[src/rtl/wfm_loader.sv]
// Streams one frame of samples into the DDS waveform table, one write per accepted sample.
// Frame length is checked against DEPTH; short or long frames are flagged on err.
module wfm_loader #(
    parameter int DEPTH = 1024,
    parameter int OW    = 24,
    localparam int AW   = $clog2(DEPTH)
) (
    input  logic          clk,
    input  logic          rst,
    input  logic          start,
    input  logic          s_valid,
    output logic          s_ready,
    input  logic [OW-1:0] s_data,
    input  logic          s_last,
    output logic          wfm_wea,
    output logic [AW-1:0] wfm_waddr,
    output logic [OW-1:0] wfm_din,
    output logic          busy,
    output logic          done,
    output logic [1:0]    err
);

    typedef enum logic [1:0] {
        IDLE    = 2'd0,
        LOAD    = 2'd1,
        DISCARD = 2'd2,
        SETTLE  = 2'd3
    } state_e;

    typedef enum logic [1:0] {
        ERR_OK    = 2'b00,
        ERR_SHORT = 2'b01,
        ERR_LONG  = 2'b10
    } err_e;

    localparam logic [AW-1:0] LAST_ADDR = AW'(DEPTH - 1);

    state_e          state_q;
    err_e            err_q;
    logic [AW-1:0]   cnt_q;
    logic            ready_q;
    logic            busy_q;
    logic            done_q;
    logic            wea_q;
    logic [AW-1:0]   waddr_q;
    logic [OW-1:0]   din_q;

    logic            hs;
    logic            at_last_addr;

    assign hs           = s_valid && ready_q;
    assign at_last_addr = (cnt_q == LAST_ADDR);

    // NOTE: every register here is assigned with <= so all state updates see
    // the pre-edge values; a blocking '=' would let later lines see new values.
    always_ff @(posedge clk) begin
        if (!rst) begin
            // NOTE: the write-data/address registers are plain flops, not a
            // memory, so clearing them on reset costs nothing and keeps outputs defined.
            state_q <= IDLE;
            err_q   <= ERR_OK;
            cnt_q   <= '0;
            ready_q <= 1'b0;
            busy_q  <= 1'b0;
            done_q  <= 1'b0;
            wea_q   <= 1'b0;
            waddr_q <= '0;
            din_q   <= '0;
        end else begin
            wea_q  <= 1'b0;
            done_q <= 1'b0;
            unique case (state_q)
                IDLE: begin
                    if (start) begin
                        state_q <= LOAD;
                        cnt_q   <= '0;
                        err_q   <= ERR_OK;
                        ready_q <= 1'b1;
                        busy_q  <= 1'b1;
                    end
                end
                LOAD: begin
                    if (hs) begin
                        wea_q   <= 1'b1;
                        waddr_q <= cnt_q;
                        din_q   <= s_data;
                        if (s_last) begin
                            state_q <= SETTLE;
                            ready_q <= 1'b0;
                            if (at_last_addr) begin
                                done_q <= 1'b1;
                            end else begin
                                err_q <= ERR_SHORT;
                            end
                        end else if (at_last_addr) begin
                            // Table is full: swallow the rest of the frame without wrapping.
                            state_q <= DISCARD;
                            err_q   <= ERR_LONG;
                        end else begin
                            cnt_q <= cnt_q + AW'(1);
                        end
                    end
                end
                DISCARD: begin
                    if (hs && s_last) begin
                        state_q <= SETTLE;
                        ready_q <= 1'b0;
                    end
                end
                SETTLE: begin
                    state_q <= IDLE;
                    busy_q  <= 1'b0;
                end
                default: begin
                    state_q <= IDLE;
                    ready_q <= 1'b0;
                    busy_q  <= 1'b0;
                end
            endcase
        end
    end

    assign s_ready   = ready_q;
    assign wfm_wea   = wea_q;
    assign wfm_waddr = waddr_q;
    assign wfm_din   = din_q;
    assign busy      = busy_q;
    assign done      = done_q;
    assign err       = err_q;

endmodule

[config.mk]
export PLATFORM = sky130hd
export DESIGN_NAME = wfm_loader
export DESIGN_NICKNAME = d
export VERILOG_FILES = /design/src/rtl/wfm_loader.sv
export SDC_FILE = /design/constraint.sdc
export NUM_CORES = 1
export LEC_CHECK = 0
export ABC_AREA = 1
export BUFFER_PORTS_ARGS = -buffer_cell sky130_fd_sc_hd__buf_2
export CAP_MARGIN = 5
export CELL_PAD_IN_SITES_DETAIL_PLACEMENT = 1
export CELL_PAD_IN_SITES_GLOBAL_PLACEMENT = 2
export CORE_ASPECT_RATIO = 0.75
export CORE_MARGIN = 2
export CORE_UTILIZATION = 24
export DETAILED_ROUTE_END_ITERATION = 10
export PLACE_DENSITY_LB_ADDON = 0.1
export SLEW_MARGIN = 20
export SYNTH_ARGS = -nofsm -noshare
export SYNTH_HDL_FRONTEND = slang
export SYNTH_SLANG_ARGS = --single-unit
[constraint.sdc]
create_clock -name clk -period 1.67 [get_ports clk]
set_input_delay 0.0835 -clock clk [delete_from_list [all_inputs] [get_ports clk]]
set_output_delay 0.0835 -clock clk [all_outputs]
set_load 0.005 [all_outputs]
==> key figures, run 1 <==
Status
  – Status: finished clean

Timing
  – Final min period: 1.52 ns
  – Slew HR: 78.5%
  – Final setup vio count: 0
  – Final hold violations: 0
  – Final Slew Violations: 0
  – Skew final: 0.00612 ns
  – Worst hold slack: 0.0312 ns
  – Setup TNS: 0 ns
  – Fmax: 659 MHz
  – Slew of the pin with the lowest slew margin: 0.323 ns
  – Fin crit share: 90.8%

Setup path
  – CP Capture Point: cnt_q[8]$_SDFFE_PN0P_
  – Reg2Reg Depth: 10
  – CP max stage delay: 0.38 ns
  – Critical-path cell list: inv_1 > ha_1 > inv_2 > nor2_2 > inv_2 > nand4_4 > nand2_2 > nand2_1 > nand2_1 > inv_1
  – WP data arrival: 1.71 ns
  – Worst Setup End Kind: flip-flop
  – Crit path buffers/inverters: 4
  – Path type of the worst setup path: reg -> reg
  – Max FO, Critical Path: 8
  – Reg2reg start: state_q[0]$_SDFFE_PN0P_
  – Delay-heaviest family, CP: simple AND/OR/NAND/NOR gates
  – CP max stage cell: dfxtp_4
  – FF-to-FF End: cnt_q[8]$_SDFFE_PN0P_
  – Crit path depth: 10
  – Worst EP required: 1.86 ns
  – Worst reg2reg setup slack: 0.15 ns
  – Worst setup path start: state_q[0]$_SDFFE_PN0P_
  – Startpoint Class: flip-flop

Cells and area
  – Syn-to-layout area delta: 34.5%
  – Share of layout cells above drive strength 1: a little under a third
  – Fin cells: 500
  – Final #Nets: between 400 and 500
  – Final design utilization: 33.4%
  – Filler Cells Inserted: 1139
  – Antenna cells: 0

Synthesis
  – Sequential area share after synthesis: 45.9%
  – Syn Std Cell Area: roughly 0.0023 mm²
  – Area leader, netlist: dfxtp_1
  – Synth warn: 0
  – Avg Cell Area, Syn: 7.64 µm²
  – Syn nets: around 330
  – Unique masters post-synth: 30
  – Synth top area share: 45.9%
  – Top post-synthesis cells by area: dfxtp_1 46%, nand2_1 16%, a21oi_1 9.7%
  – FF+latch count, synth: 52
  – Cells after synthesis: 297

Detailed routing
  – DR pass1 iterations: 4
  – DR vias/cell: 4.25
  – Vias: 2126
  – Routed WL per cell: 12.8 µm
  – DR DRC count: 0
  – Post-Route WL: 6400 µm
  – Post-route ant nets: 0
  – Initial DRC count: 85

Clocking
  – Cts hold-fix bufs: 0
  – Clock transition at path regs: ~0.070 ns
  – Clk sinks: 52
  – Clock latency on the worst-skew pair: between 0.2 and 0.3 ns
  – H-Tree Depth: 2
  – Root buf cell: clkbuf_16
  – CTS tree: done
  – Setup Buffers After CTS: 0
  – Max clock buf depth: 2
  – TritonCTS Buffers: 5

Global route
  – Initial antenna violation count: 0
  – First-pass GRT wire length: 10500 µm
  – GRT Total Usage: about an eighth
  – Vias in the first global route: 2021
  – Overflow after GRT: 0
  – Largest net degree at the start of global routing: 27

Floorplanning
  – IO Pins: 69
  – CORE AREA: 0.00912 mm²
  – Die area: a little over 0.01 mm²
  – Core Rows: 30
  – Die Y-Extent: between 80 and 90 µm
  – Die width: 116 µm
  – Initial Util: 24.9%

Min path
  – Hold_sp: s_data[12]
  – Worst hold path type: in -> reg

Run
  – Max cap viols: 0

Placement
  – Post-DP HPWL: around 4800 µm
  – Placed Cells: approximately 500
  – Port buffer count: 68
  – Routability cong.: 0.768

Power
  – P per Cell Area: 1200 mW/mm²
  – Leak Pwr: around 1.4 nW
  – Max IR drop VDD: 463 µV
## layout by cell type, fill, tap and decap left out, types with 2 or more instances in the layout
master	synthesis	routed
inv_1	15	15
nor2_1	14	11
o21ai_1	2	3
nand2_1	95	95
inv_2	8	7
o21ai_0	10	9
nor3_1	2	2
nor2_2	1	2
buf_2	5	68
buf_4	3	12
nand4_4	2	2
ha_1	5	4
nor2_4	0	2
bufinv_16	0	2
nand3_4	1	2
clkbuf_16	0	5
nor2_8	2	2
xor2_1	3	3
nand4_1	4	4
nand2_2	6	5
a21oi_1	44	44
nand3_2	2	2
dfxtp_1	52	51
nand3_1	8	7
## sequential cells by signal, summed over array words and instances (netlist names), 2 cells and up
signal	count
cnt_q	10
err	2
state_q	2
wfm_din	24
wfm_waddr	10
## metal layers
metal	global-route usage (%)	share of wire, %
met5	0	0
met4	3.90	0.89
met1	19.4	52
met3	2.70	3.8
met2	19.1	43
## synthesized netlist by cell type (all sizes together)
master,n
nand3,11
xnor2,1
nor4,1
nand2,101
a211oi,1
nor2,17
inv,23
nand4,6
nor3b,1
buf,8
xor2,3
nor3,2
ha,5
dfxtp,52
clkbuf,5
o21a,1
clkinv,1
o211ai,1
o21ai,12
a21oi,45
## per-stage QoR
stage               setup WS (ns)  power [mW]  cell area [µm²]
finish                      0.153        3.65             3050
floorplan                   0.177        1.95             2270
global route             -0.00446        3.89             3050
detailed placement        -0.0682        2.29             2810
global placement           -0.106        2.29             2810
CTS                      -0.00645        3.62             3000
## worst register-to-register path: cells and delay by family (launching register included)
family	cells	cell delay [ns]
adders and majority gates	1	0.24
buffers and inverters	4	0.30
DFF	1	0.38
and+or+nand+nor	5	0.50
## logic make-up (layout without fill, tap and decap cells)
| group | Yosys count | in the layout | synth area share, % |
|---|---|---|---|
| compound gates | 60 | 60 | 13.7 |
| xor+xnor | 4 | 4 | 1.54 |
| fa+ha+maj | 5 | 5 | 2.76 |
| buf+inv | 37 | 112 | 6.89 |
| flops | 52 | 52 | 45.9 |
| simple gates | 139 | 139 | 29.2 |
## report_power, final
part | switching, mW | internal (mW) | leakage [nW]
sequential | 0.0473 | 1.33 | 0.421
combinational | 0.578 | 0.382 | 0.865
clock | 0.468 | 0.851 | 0.0899
total | 1.09 | 2.56 | 1.38
## worst min path at each step
stage	to	slack, ns	cells past startpoint
2_1_floorplan	wfm_din[3]$_SDFFE_PN0P_	0.23	2
3_3_place_gp	wfm_din[18]$_SDFFE_PN0P_	0.33	3
3_5_place_dp	wfm_din[12]$_SDFFE_PN0P_	0.34	3
4_1_cts	wfm_din[12]$_SDFFE_PN0P_	0.03	3
5_1_grt	wfm_din[5]$_SDFFE_PN0P_	0.03	3
6_report	wfm_din[12]$_SDFFE_PN0P_	0.03	3
## repair_timing
action | CTS | global route
pin swaps | 0 | 3
hold endpoints to repair | 0 | 0
gates resized for setup | 1 | 13
setup endpoints to repair | 4 | 40
## layout make-up
type / instances / area (µm²) / area share (%)
clock buffers: 5 / 125 / 4.10
flip-flops and latches: 52 / 1040 / 34.2
well taps: 128 / 160 / 5.25
repair buffers: 81 / 450 / 14.8
clock inverters: 2 / 60.1 / 1.97
multi-input cells: 208 / 1120 / 36.7
inverters: 24 / 91.3 / 2.99
Power figures use the tool's default switching activity.
==> run 2, diff against run 1 <==
--- a/config.mk
+++ b/config.mk
@@ -8,7 +8,7 @@
 export ABC_AREA = 1
 export BUFFER_PORTS_ARGS = -buffer_cell sky130_fd_sc_hd__buf_2
 export CAP_MARGIN = 5
-export CELL_PAD_IN_SITES_DETAIL_PLACEMENT = 1
+export CELL_PAD_IN_SITES_DETAIL_PLACEMENT = 2
 export CELL_PAD_IN_SITES_GLOBAL_PLACEMENT = 2
 export CORE_ASPECT_RATIO = 0.75
 export CORE_MARGIN = 2
==> key figures, run 2 (synthesized netlist as in run 1, its figures left out) <==
Status
  – Status: finished clean (unchanged)

Cells and area
  – Fin cells: 500 (unchanged)
  – Most common cell after layout, fill and taps aside: nand2_1 (unchanged)
  – Syn-to-layout area delta: 32.8% (was 34.5%)
  – Final #Nets: 406 (unchanged)
  – Antenna cells: 0 (unchanged)
  – Most frequent cells in the layout: 95 x nand2_1, 68 x buf_2, 49 x dfxtp_1 (was 95 x nand2_1, 68 x buf_2, 51 x dfxtp_1)
  – Number of flip-flops in the largest register: 24 (unchanged)
  – Share of layout cells above drive strength 1: 32.3% (was 31.5%)
  – Design Area, Final: 0.00301 mm² (was 0.00305 mm²)

Detailed routing
  – Routed WL per cell: 13.8 µm (was 12.8 µm)
  – DR vias/cell: 4.42 (was 4.25)
  – Post-Route WL: 6900 µm (was 6400 µm)
  – DR pass1 iterations: 4 (unchanged)
  – Post-route ant nets: 0 (unchanged)
  – Vias: 2208 (was 2126)
  – Initial DRC count: 73 (was 85)
  – DR DRC count: 0 (unchanged)

Timing
  – Final min period: 1.54 ns (was 1.52 ns)
  – Skew final: 0.00490 ns (was 0.00612 ns)
  – Slew of the pin with the lowest slew margin: 0.325 ns (was 0.323 ns)
  – Final Slew Violations: 0 (unchanged)
  – Fin crit share: 91.9% (was 90.8%)
  – Final setup vio count: 0 (unchanged)
  – Slew HR: 78.3% (was 78.5%)
  – Final hold violations: 0 (unchanged)
  – Fmax: 651 MHz (was 659 MHz)

Floorplanning
  – IO Pins: 69 (unchanged)
  – Die Y-Extent: 88.2 µm (unchanged)
  – Die area: 0.0103 mm² (unchanged)
  – Core Rows: 30 (unchanged)
  – CORE AREA: 0.00912 mm² (unchanged)
  – Die width: 116 µm (unchanged)
  – Initial Util: 24.9% (unchanged)

Global route
  – GRT Total Usage: 14.1% (was 13.1%)
  – Overflow after GRT: 0 (unchanged)
  – Initial antenna violation count: 0 (unchanged)
  – Largest net degree at the start of global routing: 27 (unchanged)
  – Vias in the first global route: 2192 (was 2021)
  – First-pass GRT wire length: 11100 µm (was 10500 µm)

Clocking
  – Setup Buffers After CTS: 0 (unchanged)
  – H-Tree Depth: 2 (unchanged)
  – Clk sinks: 52 (unchanged)
  – Max clock buf depth: 2 (unchanged)
  – TritonCTS Buffers: 5 (unchanged)
  – Cts hold-fix bufs: 0 (unchanged)
  – Root buf cell: clkbuf_16 (unchanged)
  – Clock latency on the worst-skew pair: 0.29 ns (about the same)
  – CTS tree: done (unchanged)
  – Clock transition at path regs: 0.07 ns (about the same)

Power
  – Leak Pwr: 1.36 nW (was 1.38 nW)
  – P per Cell Area: 1110 mW/mm² (was 1200 mW/mm²)
  – Total power: 3.33 mW (was 3.65 mW)
  – Max IR drop VDD: 371 µV (was 463 µV)

Min path
  – Hold_sp: s_data[15] (was s_data[12])
  – Worst hold path type: in -> reg (unchanged)

Run
  – Max cap viols: 0 (unchanged)

Placement
  – Post-DP HPWL: 5260 µm (was 4780 µm)
  – Area post-placement: 0.00281 mm² (unchanged)
  – Routability cong.: 0.768 (unchanged)
  – Port buffer count: 68 (unchanged)
  – Placed Cells: 493 (unchanged)

Setup path
  – Worst setup path start: cnt_q[1]$_SDFFE_PN0P_ (was state_q[0]$_SDFFE_PN0P_)
  – Delay-heaviest family, CP: simple AND/OR/NAND/NOR gates (unchanged)
  – CP max stage delay: 0.35 ns (was 0.38 ns)
  – Worst reg2reg setup slack: 0.13 ns (was 0.15 ns)
  – CP max stage cell: dfxtp_2 (was dfxtp_4)
  – Max FO, Critical Path: 8 (unchanged)
  – Crit path buffers/inverters: 0 (was 4)
  – Worst Setup End Kind: flip-flop (unchanged)
  – Path type of the worst setup path: reg -> reg (unchanged)
  – WP data arrival: 1.75 ns (was 1.71 ns)
  – Most common cell on crit path: nand4_4
  – Critical-path cell list: ha_2 > nand2_2 > nor2_8 > nand4_4 > nand4_4 > nand2_1 > a21oi_1 (was inv_1 > ha_1 > inv_2 > nor2_2 > inv_2 > nand4_4 > nand2_2 > nand2_1 > nand2_1 > inv_1)
  – Worst EP required: 1.88 ns (was 1.86 ns)
  – Startpoint Class: flip-flop (unchanged)
  – Reg2reg start: cnt_q[1]$_SDFFE_PN0P_ (was state_q[0]$_SDFFE_PN0P_)
run 2: worst paths after layout:
check	endpoint	depth (start not counted)
worst max register to register	cnt_q[2]$_SDFFE_PN0P_	7
worst min register to register	wfm_din[2]$_SDFFE_PN0P_	2
worst max-delay path	cnt_q[2]$_SDFFE_PN0P_	7
worst min-delay path	wfm_din[15]$_SDFFE_PN0P_	3
run 2: cell type report:
type	instances	area (µm²)
multi-input cells	208	1130
inverters	24	92.6
clock buffers	6	129
well taps	128	160
clock inverters	1	5.00
fillers	1115	6110
flip-flops and latches	52	1040
repair buffers	81	450
run 2: routing by layer:
metal / share of wire, % / wire length, µm / GRT usage [%] / up-vias
met3: 4.2 / 289 / 3.32 / 7
met2: 43 / 2950 / 21.4 / 44
met1: 52 / 3590 / 20.1 / 1053
met5: 0 / 0 / 0 / -
met4: 1.0 / 69 / 3.57 / 0
li1: - / - / - / 1104
run 2: stage by stage:
step | TNS [ns] | hold slack [ns] | util [%] | setup WS (ns)
3_3_place_gp | -0.280 | 0.334 | 30.8 | -0.106
4_1_cts | 0 | 0.0276 | 32.5 | 0.0237
6_report | 0 | 0.0336 | 33.0 | 0.135
2_1_floorplan | 0 | 0.226 | - | 0.177
5_1_grt | -0.00218 | 0.0421 | 33.0 | -0.00218
3_5_place_dp | -0.483 | 0.340 | 30.8 | -0.124
run 2: what timing repair did:
item,in CTS,in global routing
resized for setup,5,13
setup endpoints to repair,13,39
pin swaps,1,3
hold endpoints to repair,0,0
run 2: worst register-to-register path, cell delays in order, from the launching register on:
cell and delay (ns):
dfxtp_2 0.35, ha_2 0.18, nand2_2 0.12, nor2_8 0.20
nand4_4 0.15, nand4_4 0.20, nand2_1 0.09, a21oi_1 0.17
run 2: power breakdown:
part | internal (mW) | switching [mW]
clock network | 0.546 | 0.435
registers | 1.32 | 0.0487
logic | 0.391 | 0.588
